File: src/rtl/mc_bus_scheduler.sv
// Round-robin, packet-locked arbiter for the PE-array multicast bus.
// A granted packet owns the bus until its last beat; bus outputs are registered.
module mc_bus_scheduler #(
  parameter int NUM_REQ    = 4,
  parameter int DATA_WIDTH = 16,
  parameter int ID_WIDTH   = 8,
  parameter int GW         = $clog2(NUM_REQ)
) (
  input  logic                           clk,
  input  logic                           rst,
  input  logic                           ce,
  input  logic [NUM_REQ-1:0]             req_valid,
  output logic [NUM_REQ-1:0]             req_ready,
  input  logic [NUM_REQ-1:0]             req_last,
  input  logic [NUM_REQ*ID_WIDTH-1:0]    req_id,
  input  logic [NUM_REQ*DATA_WIDTH-1:0]  req_data,
  output logic [ID_WIDTH-1:0]            bus_source_id,
  output logic [DATA_WIDTH-1:0]          bus_data,
  output logic                           bus_data_valid,
  output logic [GW-1:0]                  grant_idx,
  output logic                           busy
);

  typedef enum logic {S_IDLE = 1'b0, S_XFER = 1'b1} state_t;

  localparam int            SW       = GW + 1;
  localparam logic [GW-1:0] LAST_IDX = GW'(NUM_REQ - 1);

  state_t                state_q, state_d;
  logic [GW-1:0]         ptr_q, ptr_d;
  logic [GW-1:0]         grant_q, grant_d;
  logic [ID_WIDTH-1:0]   src_q, src_d;
  logic [DATA_WIDTH-1:0] data_q, data_d;
  logic                  valid_q, valid_d;

  logic                  found;
  logic [GW-1:0]         winner;
  logic [SW-1:0]         cand;
  logic                  accept;

  // Wrapping search from ptr; the extra bit in cand lets NUM_REQ be a non-power-of-2.
  always_comb begin
    found  = 1'b0;
    winner = ptr_q;
    cand   = '0;
    for (int k = 0; k < NUM_REQ; k++) begin
      cand = {1'b0, ptr_q} + SW'(k);
      if (cand >= SW'(NUM_REQ)) cand = cand - SW'(NUM_REQ);
      if (!found && req_valid[cand[GW-1:0]]) begin
        found  = 1'b1;
        winner = cand[GW-1:0];
      end
    end
  end

  // Handshake: a beat moves when req_valid and req_ready of the granted requester are
  // both high at a rising edge; ready is offered only in XFER, with ce high, outside reset.
  always_comb begin
    req_ready = '0;
    if (!rst && ce && state_q == S_XFER) req_ready[grant_q] = 1'b1;
  end

  assign accept = req_valid[grant_q] & req_ready[grant_q];

  always_comb begin
    state_d = state_q;
    ptr_d   = ptr_q;
    grant_d = grant_q;
    src_d   = src_q;
    data_d  = '0;
    valid_d = 1'b0;
    if (ce) begin
      case (state_q)
        S_IDLE: begin
          if (found) begin
            grant_d = winner;
            src_d   = req_id[winner*ID_WIDTH +: ID_WIDTH];
            state_d = S_XFER;
          end
        end
        S_XFER: begin
          if (accept) begin
            data_d  = req_data[grant_q*DATA_WIDTH +: DATA_WIDTH];
            valid_d = 1'b1;
            if (req_last[grant_q]) begin
              state_d = S_IDLE;
              ptr_d   = (grant_q == LAST_IDX) ? '0 : grant_q + GW'(1);
            end
          end
        end
        default: state_d = S_IDLE;
      endcase
    end
  end

  always_ff @(posedge clk) begin
    if (rst) begin
      state_q <= S_IDLE;
      ptr_q   <= '0;
      grant_q <= '0;
      src_q   <= '0;
      data_q  <= '0;
      valid_q <= 1'b0;
    end else begin
      state_q <= state_d;
      ptr_q   <= ptr_d;
      grant_q <= grant_d;
      src_q   <= src_d;
      data_q  <= data_d;
      valid_q <= valid_d;
    end
  end

  assign bus_source_id  = src_q;
  assign bus_data       = data_q;
  assign bus_data_valid = valid_q;
  assign grant_idx      = grant_q;
  assign busy           = (state_q == S_XFER);

endmodule

File: config.mk
export PLATFORM = sky130hd
export DESIGN_NAME = mc_bus_scheduler
export DESIGN_NICKNAME = d
export VERILOG_FILES = /design/src/rtl/mc_bus_scheduler.sv
export SDC_FILE = /design/constraint.sdc
export NUM_CORES = 1
export LEC_CHECK = 0
export BUFFER_PORTS_ARGS = -buffer_cell sky130_fd_sc_hd__buf_2
export CORE_ASPECT_RATIO = 0.75
export CORE_UTILIZATION = 40
export CTS_CLUSTER_DIAMETER = 80
export CTS_CLUSTER_SIZE = 40
export DETAILED_ROUTE_END_ITERATION = 10
export GPL_TIMING_DRIVEN = 1
export PLACE_DENSITY = 0.84
export SYNTH_ARGS = -nofsm -noshare
export SYNTH_HDL_FRONTEND = slang
export SYNTH_SLANG_ARGS = --single-unit
File: constraint.sdc
create_clock -name clk -period 4.1 [get_ports clk]
set_input_delay 0.82 -clock clk [delete_from_list [all_inputs] [get_ports clk]]
set_output_delay 0.82 -clock clk [all_outputs]
set_load 0.02 [all_outputs]
==> results of run 1 <==
[cell type report]
cell class                 instances  share of cell area
clock buffer                       6              0.0311
clock inverter                     2              0.0227
inverter                           4             0.00566
multi-input combinational        114               0.425
sequential                        30               0.227
tap                               55              0.0260
timing repair buffer             139               0.263
[routing by layer]
| layer | part of all wire | track usage | vias up |
|---|---|---|---|
| met5 | 0 | 0 | - |
| met2 | 0.49 | 0.375 | 92 |
| met4 | 0.012 | 0.0689 | 0 |
| met1 | 0.41 | 0.212 | 816 |
| met3 | 0.090 | 0.0595 | 6 |
| li1 | - | - | 862 |
[cells by family after synthesis]
family	Yosys count
AOI/OAI and AO/OA	21
DFF	30
and+or+nand+nor	53
muxes	36
buffers and inverters	16
adders and majority gates	4
[worst register-to-register path, cell delays in order, from the launching register on]
cell,delay [ns]
sky130_fd_sc_hd__dfxtp_1,0.93
sky130_fd_sc_hd__ha_1,0.34
sky130_fd_sc_hd__nand3_1,0.08
sky130_fd_sc_hd__o211ai_1,0.14
sky130_fd_sc_hd__nand3_1,0.57
sky130_fd_sc_hd__or4_1,0.69
sky130_fd_sc_hd__a21oi_1,0.12
[cell usage in the layout, fill, tap and decap left out, drive strengths merged, types with 3 or more instances in the layout]
cell,count
buf,139
dfxtp,30
nor2b,20
mux2i,18
mux4,17
nand2,14
o221ai,8
nor2,7
clkbuf,6
inv,4
and2,4
o21ai,4
a21oi,4
ha,4
nand3,3
[power by group]
| group | internal [mW] | switching [mW] |
|---|---|---|
| sequential | 0.303 | 0.0106 |
| combinational | 0.0943 | 0.0714 |
| clock | 0.259 | 0.110 |
[sequential cells by signal (all words and copies together) (netlist names)]
| name | count |
|---|---|
| busy | 1 |
| ptr_q | 2 |
| bus_data | 16 |
| grant_idx | 2 |
| bus_data_valid | 1 |
| bus_source_id | 8 |
[stage by stage]
step / cell area [um2] / total power, mW
finish: 2650 / 0.849
global route: 2650 / 0.891
CTS: 2650 / 0.862
detailed placement: 2510 / 0.488
global placement: 2510 / 0.484
floorplan: 1810 / 0.418
[worst paths after layout]
path	to	slack (ns)	depth (start not counted)
worst min register to register	bus_source_id[5]$_SDFFE_PP0P_	0.46	2
worst max register to register	ptr_q[0]$_SDFFE_PP0P_	1.17	6
worst max-delay path	ptr_q[0]$_SDFFE_PP0P_	1.17	6
worst min-delay path	bus_source_id[5]$_SDFFE_PP0P_	0.46	2
[synthesized netlist by cell type]
| library cell | number | area, um2 |
|---|---|---|
| sky130_fd_sc_hd__nor2b_1 | 20 | 125 |
| sky130_fd_sc_hd__inv_1 | 4 | 15.0 |
| sky130_fd_sc_hd__clkbuf_1 | 3 | 11.3 |
| sky130_fd_sc_hd__nor2_1 | 7 | 26.3 |
| sky130_fd_sc_hd__o221ai_2 | 8 | 120 |
| sky130_fd_sc_hd__o221a_2 | 1 | 11.3 |
| sky130_fd_sc_hd__dfxtp_1 | 30 | 601 |
| sky130_fd_sc_hd__mux2_2 | 1 | 11.3 |
| sky130_fd_sc_hd__nand3_1 | 3 | 15.0 |
| sky130_fd_sc_hd__mux4_2 | 17 | 383 |
| sky130_fd_sc_hd__o31ai_1 | 2 | 15.0 |
| sky130_fd_sc_hd__buf_12 | 1 | 20.0 |
| sky130_fd_sc_hd__nand2b_1 | 1 | 6.26 |
| sky130_fd_sc_hd__buf_6 | 1 | 11.3 |
| sky130_fd_sc_hd__mux2i_1 | 18 | 180 |
| sky130_fd_sc_hd__o211ai_1 | 2 | 15.0 |
| sky130_fd_sc_hd__a21oi_1 | 4 | 20.0 |
| sky130_fd_sc_hd__nand3b_1 | 1 | 7.51 |
| sky130_fd_sc_hd__nand2_1 | 13 | 48.8 |
| sky130_fd_sc_hd__and2_1 | 4 | 25.0 |
| sky130_fd_sc_hd__buf_4 | 3 | 22.5 |
| sky130_fd_sc_hd__o21ai_0 | 4 | 20.0 |
| sky130_fd_sc_hd__or4_1 | 2 | 15.0 |
| sky130_fd_sc_hd__ha_1 | 4 | 50.1 |
| sky130_fd_sc_hd__nand3b_2 | 1 | 11.3 |
| sky130_fd_sc_hd__buf_2 | 4 | 20.0 |
| sky130_fd_sc_hd__nand2_2 | 1 | 6.26 |
==> results.md, run 1 <==
- Compound-gate portion of the synthesized area: 0.111
- Combinational family with the most area after synthesis: multiplexers
- Total buffers and inverters traversed by the critical path: 0
- Maximum number of pins on one net before global-route repair: 24
- DIE AREA: 4810 um2
- Yosys reg bits: 30
- Resize count post-CTS: 0
- Critical Path RT: 4.31 ns
- Antenna diode instance count: 0
- Routability-driven placement congestion ratio: 0.840
- Post-synthesis share of cell area spent on xor and xnor gates: 0
- Minimum clock period: between 2 and 3 ns
- Netlist cell types: 27
- Launch point of the worst reg-to-reg path: grant_idx[1]$_SDFFE_PP0P_
- Number of failing setup endpoints in the final timing report: 0
- Master of the slowest instance on the critical path: sky130_fd_sc_hd__dfxtp_1
- Area of the mapped netlist: 1810 um2
- Crit path cell chain: ha_1 > nand3_1 > o211ai_1 > nand3_1 > or4_1 > a21oi_1
- Via count of the first global-routing pass: 1,708
- Inserted Clock Buffers: 5
- Non-filler cells in the finished layout: 350
- Worst relative slew slack: 0.304
- Global-route wire length before repair: 7190 um
- # fillers: 361
- Buffer count from post-CTS setup fixing: 0
- Run status: finished clean
- Proportion of synthesized chip area in sequential cells: 0.331
- Final count of hold timing violations: 0
- Core area: 4200 um2
- Number of nets with antenna violations after routing: 0
- Setup TNS Final: 0 ns
- Launch point of the critical path: grant_idx[1]$_SDFFE_PP0P_
- Fraction of layout instances using a drive strength above 1: 0.600
- Total Routed Length: between 4000 and 5000 um
- Path category of the worst min-delay check: reg -> reg
- Initial core utilization: 0.431
- Count of input and output buffers: 138
- Ports: about 140
- Hold_ws: 0.462 ns
- Power density cells: 320 nW/um2
- Cell row count: 20
- Placed wire-length estimate: 3760 um
- Count of H-tree levels built during CTS: 2
- Crit-path max cell delay: 0.93 ns
- Number of antenna violations at the first check in global routing: 0
- Width of the chip: ~80 um
- Hold Path Origin: bus_source_id[5]$_SDFFE_PP0P_
- Number of placed instances, taps included: 342
- Synthesized net count: 271
- Leakage component of the power: around 1.2 nW
- NumNets Final: between 400 and 500
- Share of the core filled with cells: 0.631
- Mean area per synthesized cell: 11.3 um2
- Arrival time at the worst endpoint: 3.15 ns
- Source-to-sink clock delay at the later pin of the worst-skew pair: 0.27 ns
- GRT Residual Overflow: 0
- Critical path class: reg -> reg
- Worst Max-Slew Pin Slew: between 1 and 1.5 ns
- Clock transition at path regs: 0.07 ns
- Via count normalized by instance count: 5.07
- Cell family with the largest share of critical-path delay: simple AND/OR/NAND/NOR gates
- Cell count after synthesis: 160
- Adder-cell share of the synthesized area: 0.0276
- Sink Count: 30
- FF/Latch Area: between 600 and 700 um2
- Total vias in the final route: 1,776
- Proportion of synthesized area in mux cells: 0.317
- Type of element capturing the critical path: register
- Cts hold-fix bufs: 0
- Count of TritonRoute iterations in the first routing pass: 4
- Total of max-cap violations: 0
- Final clock period utilization by the worst path: 0.716
- P&R area growth vs syn: 46.2%
- Worst setup SP type: register
- Area of the multi-input gates: 1130 um2
- Max Clk Rate: 341 MHz
- Pins Over Slew Limit: 0
- Post-route setup slack: 1.17 ns
- Number of warnings issued by yosys: 0
- Violation count after the first detailed-route iteration: 19
- Setup repair after global routing missed its margin: false
- DRC violation count after routing: 0
- Chip Height: 60.3 um
- Largest clock skew in the final design: 0.00277 ns
- Pre-CTS setup slack: between 1 and 1.5 ns
- Peak supply drop: between 0.0002 and 0.00025 V
- Overall Global Routing Usage: 0.198
- Crit path max fanout: 23
- Clock root buffer: sky130_fd_sc_hd__clkbuf_8
- Post-synthesis share of cell area spent on and, or, nand and nor gates: 0.158
- Clock tree from TritonCTS: built
- Bufs on Longest Clock Path: 2
- Cell repeated most along the worst path: sky130_fd_sc_hd__nand3_1
- WL/cell: 13.2 um
Note: power is estimated with default switching activity, not from simulation.
==> run 2: changes to the inputs <==
ABC_AREA = 1   (was not set)
PLACE_DENSITY = 0.79   (was 0.84)
clock period = 3 ns   (was 4.1 ns; I/O delays follow)
==> run 2 against run 1 <==
Effect of this change:
- die area is 21% higher
- clock-buffer cell count is 1 higher
- largest power group is now combinational logic
- first-iteration DRC count grew to 5.2 times the previous value
- sequential cell count stayed put
- critical path type is now reg -> out
==> results.md, run 2 <==
- Cell count after synthesis: 374 (+130%)
- DIE AREA: 5830 um2 (+21%)
- DRC violation count after routing: 0 (unchanged)
- Chip Height: 66.4 um (+10%)
- Yosys reg bits: 30 (unchanged)
- Inserted Clock Buffers: 5 (unchanged)
- Leading cell type in the layout, fill and taps excluded: sky130_fd_sc_hd__buf_2
- Mean area per synthesized cell: 5.91 um2 (-48%)
- Clock tree from TritonCTS: built
- Critical path class: reg -> out
- Number of nets with antenna violations after routing: 0 (unchanged)
- Crit path max fanout: 16 (-30%)
- Pins Over Slew Limit: 0 (unchanged)
- Source-to-sink clock delay at the later pin of the worst-skew pair: 0.27 ns (about the same)
- Number of warnings issued by yosys: 0 (unchanged)
- Leakage component of the power: 1.70 nW (+36%)
- Setup TNS Final: 0 ns (unchanged)
- Most used standard cell by instance count after synthesis: sky130_fd_sc_hd__nor2_1
- Width of the chip: 87.8 um (+10%)
- Buffer count from post-CTS setup fixing: 0 (unchanged)
- Resize count post-CTS: 0 (unchanged)
- Number of failing setup endpoints in the final timing report: 0 (unchanged)
- Overall Global Routing Usage: 0.216 (+0.0188)
- Total buffers and inverters traversed by the critical path: 3 (+3)
- WL/cell: 10.9 um (-18%)
- Hold_ws: 0.561 ns (+0.0998 ns)
- Number of placed instances, taps included: 574 (+68%)
- Maximum number of pins on one net before global-route repair: 28 (+17%)
- Clock transition at path regs: 0.07 ns (about the same)
- Ports: 139 (unchanged)
- Area leader, netlist: sky130_fd_sc_hd__dfxtp_1
- Netlist cell types: 28 (+3.7%)
- Cts hold-fix bufs: 0 (unchanged)
- Max reg flops: 16 (unchanged)
- Bufs on Longest Clock Path: 2 (unchanged)
- # fillers: 564 (+56%)
- Total of max-cap violations: 0 (unchanged)
- Total vias in the final route: 2,801 (+58%)
- Primary FF master, synth: sky130_fd_sc_hd__dfxtp_1
- Ranking of synthesized cells by area: sky130_fd_sc_hd__dfxtp_1 (27%), sky130_fd_sc_hd__nor2_1 (16%), sky130_fd_sc_hd__nand2_1 (15%)
- FF/Latch Area: 601 um2 (unchanged)
- NumNets Final: 617 (+52%)
- Count of TritonRoute iterations in the first routing pass: 4 (unchanged)
- Largest clock skew in the final design: 0.00764 ns (+0.00487 ns)
- Placed wire-length estimate: 5000 um (+33%)
- P&R area growth vs syn: 36.6%
- Worst relative slew slack: 0.557 (+0.254)
- GRT Residual Overflow: 0 (unchanged)
- Share of flip-flops with an asynchronous set or reset: 0 (unchanged)
- Global-route wire length before repair: 10,000 um (+39%)
- Cell row count: 23 (+15%)
- Worst Max-Slew Pin Slew: 0.662 ns (-0.383 ns)
- Minimum clock period: 2.45 ns
- Top library cells by usage in the layout, fill and taps aside: sky130_fd_sc_hd__buf_2 (138), sky130_fd_sc_hd__nor2_1 (94), sky130_fd_sc_hd__nand2_1 (89)
- Fraction of layout instances using a drive strength above 1: 0.341 (-0.259)
- Via count normalized by instance count: 4.81 (-5.2%)
- Number of enable-type register cells in the synthesized netlist: 0 (unchanged)
- Sink Count: 30 (unchanged)
- Routability-driven placement congestion ratio: 0.756 (-10%)
- Fin area: 3020 um2 (+14%)
- Critical Path RT: 2.40 ns (-1.91 ns)
- Run status: finished clean
- Most numerous cell types in the synthesized netlist: sky130_fd_sc_hd__nor2_1 (94), sky130_fd_sc_hd__nand2_1 (89), sky130_fd_sc_hd__nand3_1 (35), sky130_fd_sc_hd__o21ai_0 (35), sky130_fd_sc_hd__dfxtp_1 (30)
- Total cell area at the placement stage: 2930 um2 (+17%)
- Max Clk Rate: 408 MHz
- Violation count after the first detailed-route iteration: 99 (+80)
- Peak supply drop: 0.000342 V (+54%)
- Fraction of post-synthesis cell area in the top cell type by area: 0.272 (-0.0596)
- Proportion of synthesized chip area in sequential cells: 0.272 (-0.0596)
- Count of H-tree levels built during CTS: 2 (unchanged)
- Master of the slowest instance on the critical path: sky130_fd_sc_hd__dfxtp_1
- Setup repair after global routing missed its margin: false
- Crit path cell chain: clkinv_1 > ha_1 > inv_1 > nor2_1 > buf_2
- Arrival time at the worst endpoint: 1.85 ns (-1.30 ns)
- Area of the mapped netlist: 2210 um2 (+22%)
- Total Routed Length: 6320 um (+37%)
- Worst setup SP type: register
- Count of input and output buffers: 138 (unchanged)
- Area of the multi-input gates: 1430 um2 (+27%)
- Core area: 5320 um2 (+27%)
- Non-filler cells in the finished layout: 582 (+66%)
- Antenna diode instance count: 0 (unchanged)
- Type of element capturing the critical path: primary output
- Initial core utilization: 0.415 (-0.0160)
- Via count of the first global-routing pass: 2,348 (+37%)
- Final count of hold timing violations: 0 (unchanged)
- Cell family with the largest share of critical-path delay: flip-flops
- Clock root buffer: sky130_fd_sc_hd__clkbuf_8
- Synthesized net count: 485 (+79%)
- Number of antenna violations at the first check in global routing: 0 (unchanged)
- Final clock period utilization by the worst path: 0.817
- Path category of the worst min-delay check: reg -> reg
- Crit-path max cell delay: 0.63 ns (-0.30 ns)
- Power density cells: 747 nW/um2 (+130%)
==> run 2: final timing paths <==
check,endpoint,startpoint,slack (ns),cells past startpoint
setup / recovery,req_ready[0],grant_idx[0]$_SDFFE_PP0P_,0.55,5
hold / removal,bus_source_id[1]$_SDFFE_PP0P_,bus_source_id[1]$_SDFFE_PP0P_,0.56,4
setup reg to reg,ptr_q[0]$_SDFFE_PP0P_,grant_idx[0]$_SDFFE_PP0P_,0.62,11
hold reg to reg,bus_source_id[1]$_SDFFE_PP0P_,bus_source_id[1]$_SDFFE_PP0P_,0.56,4
==> run 2: where the power goes <==
part	total, mW	leakage [nW]	internal, mW	switching (mW)
clock network	0.327	0.0482	0.185	0.143
logic	1.36	1.40	0.445	0.912
registers	0.572	0.246	0.495	0.0765
==> run 2: layout make-up <==
cell class                      count  share of cell area
Multi-Input combinational cell    304               0.473
Timing Repair Buffer              142               0.239
Sequential cell                    30               0.199
Tap cell                           75              0.0311
Clock buffer                        7              0.0286
Inverter                           23              0.0286
Clock inverter                      1             0.00166
==> run 2: cell families after synthesis <==
group           Yosys count  synth area share
compound gates           59             0.137
fa+ha+maj                 4            0.0226
buf+inv                  40            0.0826
simple gates            241             0.486
flops                    30             0.272
==> run 2: layer usage <==
metal	routed length [um]	share of wire	GRT usage	vias to the layer above
met4	29	0.0046	0.0471	0
met1	2940	0.46	0.270	1236
li1	-	-	-	1457
met3	421	0.067	0.0462	4
met5	0	0	0	-
met2	2930	0.46	0.381	104
==> run 2: stage by stage <==
step	utilization	setup slack [ns]	power, mW
final	0.567	0.548	2.26
after global routing	0.567	0.291	2.48
after CTS	0.567	0.534	2.27
after global placement	0.550	0.697	1.90
after floorplan	-	0.811	1.63
after detailed placement	0.550	0.597	1.94
==> run 2: worst min-delay path: cells and delay by family, from the launching register on <==
| kind | cells | cell delay [ns] |
|---|---|---|
| simple gates | 3 | 0.17 |
| buf+inv | 1 | 0.04 |
| flops | 1 | 0.33 |
==> run 3: changes to the inputs <==
ABC_AREA = 0   (was 1)
CORE_UTILIZATION = 36   (was 40)
PLACE_DENSITY = 0.8   (was 0.79)
clock period = 2 ns   (was 3 ns; I/O delays follow)
==> run 3 against run 2 <==
Effect of this change:
- the flow now finishes with violations (design-rule violations)
- wire length down 20%
- register-to-register slack worse by 0.35 ns
- clock power up 94%
- power down 27%
- die area down 8.7%
- critical endpoint is now bus_source_id[0]$_SDFFE_PP0P_
- global-route usage down 2.1 points
- final cell count down 38%
==> results.md, run 3 (same netlist as run 1, synthesis figures left out) <==
- Max reg flops: 16 (unchanged)
- Count of input and output buffers: 138 (unchanged)
- Cts hold-fix bufs: 0 (unchanged)
- Resize count post-CTS: 0 (unchanged)
- Count of H-tree levels built during CTS: 2 (unchanged)
- P&R area growth vs syn: 49.9%
- Path category of the worst min-delay check: in -> reg
- Fraction of layout instances using a drive strength above 1: 0.622 (+0.280)
- GRT Residual Overflow: 0 (unchanged)
- Source-to-sink clock delay at the later pin of the worst-skew pair: 0.29 ns (+0.02 ns)
- Run status: finished with violations
- Bufs on Longest Clock Path: 2 (unchanged)
- Worst setup SP type: input pin
- Top library cells by usage in the layout, fill and taps aside: sky130_fd_sc_hd__buf_2 (138), sky130_fd_sc_hd__dfxtp_1 (29), sky130_fd_sc_hd__nor2b_1 (20)
- Clock root buffer: sky130_fd_sc_hd__clkbuf_8
- Via count of the first global-routing pass: 1,845 (-21%)
- Global-route wire length before repair: 8090 um (-19%)
- Clock tree from TritonCTS: built
- Power density cells: 604 nW/um2 (-19%)
- Routability-driven placement congestion ratio: 0.815 (+7.9%)
- Largest clock skew in the final design: 0.00948 ns (+0.00184 ns)
- Ports: 139 (unchanged)
- DIE AREA: 5330 um2 (-8.7%)
- Worst relative slew slack: 0.733 (+0.176)
- Sink Count: 30 (unchanged)
- Total Routed Length: 5040 um (-20%)
- Pins Over Slew Limit: 0 (unchanged)
- Maximum number of pins on one net before global-route repair: 20 (-29%)
- Violation count after the first detailed-route iteration: 93 (-6.1%)
- Arrival time at the worst endpoint: 1.91 ns (+0.06 ns)
- Critical path class: in -> reg
- Worst Max-Slew Pin Slew: 0.397 ns (-0.265 ns)
- Clock transition at path regs: 0.07 ns (about the same)
- Via count normalized by instance count: 5.03 (+4.5%)
- Leading cell type in the layout, fill and taps excluded: sky130_fd_sc_hd__buf_2
- WL/cell: 14.0 um (+29%)
- Final count of hold timing violations: 0 (unchanged)
- Placed wire-length estimate: 3980 um (-20%)
- Hold_ws: 0.394 ns (-0.167 ns)
- NumNets Final: 415 (-33%)
- Leakage component of the power: 1.29 nW (-24%)
- Peak supply drop: 0.000436 V (+27%)
- Final clock period utilization by the worst path: 0.872
- Pre-CTS setup slack: -0.130 ns (-0.727 ns)
- Max Clk Rate: 573 MHz
- Critical Path RT: 2.17 ns (-0.23 ns)
- Initial core utilization: 0.390 (-0.0254)
- Cell row count: 21 (-8.7%)
- DRC violation count after routing: 22 (+22)
- Width of the chip: 83.9 um (-4.4%)
- Total vias in the final route: 1,816 (-35%)
- Core area: 4650 um2 (-13%)
- Post-route setup slack: 0.255 ns (-0.293 ns)
- Antenna diode instance count: 0 (unchanged)
- Minimum clock period: roughly 1.7 ns
- Number of antenna violations at the first check in global routing: 0 (unchanged)
- Buffer count from post-CTS setup fixing: 0 (unchanged)
- Total design power: 1.64 mW (-27%)
- Failing checks: design-rule violations
- Type of element capturing the critical path: register
- Number of nets with antenna violations after routing: 0 (unchanged)
- Chip Height: 63.5 um (-4.4%)
- Number of failing setup endpoints in the final timing report: 0 (unchanged)
- Crit path max fanout: 8 (-8)
- Setup repair after global routing missed its margin: false
- Total of max-cap violations: 0 (unchanged)
- Inserted Clock Buffers: 5 (unchanged)
- Count of TritonRoute iterations in the first routing pass: 7 (+3)
- Overall Global Routing Usage: 0.195 (-0.0211)
## run 3: cell types whose count changed in the layout (fill, tap and decap cells not counted), sizes merged, moves of 14 or more
cell,before,now
inv,21,4
nor2,97,7
mux4,0,17
mux2i,0,18
o21ai,38,4
nand3,36,3
nor2b,0,20
a21oi,18,4
nand2,104,14
## run 3: routing by layer
| metal | part of all wire | wire length [um] | track usage | up-vias |
|---|---|---|---|---|
| met5 | 0 | 0 | 0 | - |
| met4 | 0.0097 | 49 | 0.0690 | 0 |
| met3 | 0.088 | 443 | 0.0695 | 6 |
| met2 | 0.52 | 2620 | 0.356 | 85 |
| met1 | 0.38 | 1920 | 0.210 | 847 |
| li1 | - | - | - | 878 |
## run 3: through the flow
| step | area [um2] | cells | util | setup TNS (ns) |
|---|---|---|---|---|
| 2_1_floorplan | 1850 | 160 | - | 0 |
| 3_3_place_gp | 2580 | 353 | 0.556 | -0.380 |
| 3_5_place_dp | 2580 | 353 | 0.556 | -0.928 |
| 4_1_cts | 2700 | 360 | 0.580 | 0 |
| 5_1_grt | 2720 | 361 | 0.584 | 0 |
| 6_report | 2720 | 361 | 0.584 | 0 |
## run 3: report_power, final
group | internal (mW) | total [mW] | switching (mW)
Combinational | 0.206 | 0.370 | 0.164
Sequential | 0.621 | 0.636 | 0.0151
Clock | 0.398 | 0.635 | 0.237
Total | 1.23 | 1.64 | 0.416
## run 3: path summary, 6_finish.rpt
check	startpoint	end	slack [ns]	cells past startpoint
hold / removal	rst	busy$_SDFFE_PP0P_	0.39	2
setup / recovery	req_valid[3]	bus_source_id[0]$_SDFFE_PP0P_	0.26	7
setup reg to reg	grant_idx[1]$_SDFFE_PP0P_	ptr_q[0]$_SDFFE_PP0P_	0.27	7
hold reg to reg	bus_source_id[7]$_SDFFE_PP0P_	bus_source_id[7]$_SDFFE_PP0P_	0.46	2
## run 3: area by class of cell
cell class                      instances  area (um2)
Sequential cell                        30         604
Inverter                                4        15.0
Timing Repair Buffer                  149         786
Fill cell                             381        1930
Clock inverter                          1        30.0
Clock buffer                            6        82.6
Multi-Input combinational cell        114        1130
Tap cell                               57        71.3
## run 3: worst max-delay path, cell delays in order
cell                       delay [ns]
sky130_fd_sc_hd__buf_2           0.11
sky130_fd_sc_hd__buf_4           0.15
sky130_fd_sc_hd__or4_1           0.55
sky130_fd_sc_hd__nand3b_2        0.20
sky130_fd_sc_hd__nor2_1          0.10
sky130_fd_sc_hd__nand2_2         0.25
sky130_fd_sc_hd__o221ai_2        0.15
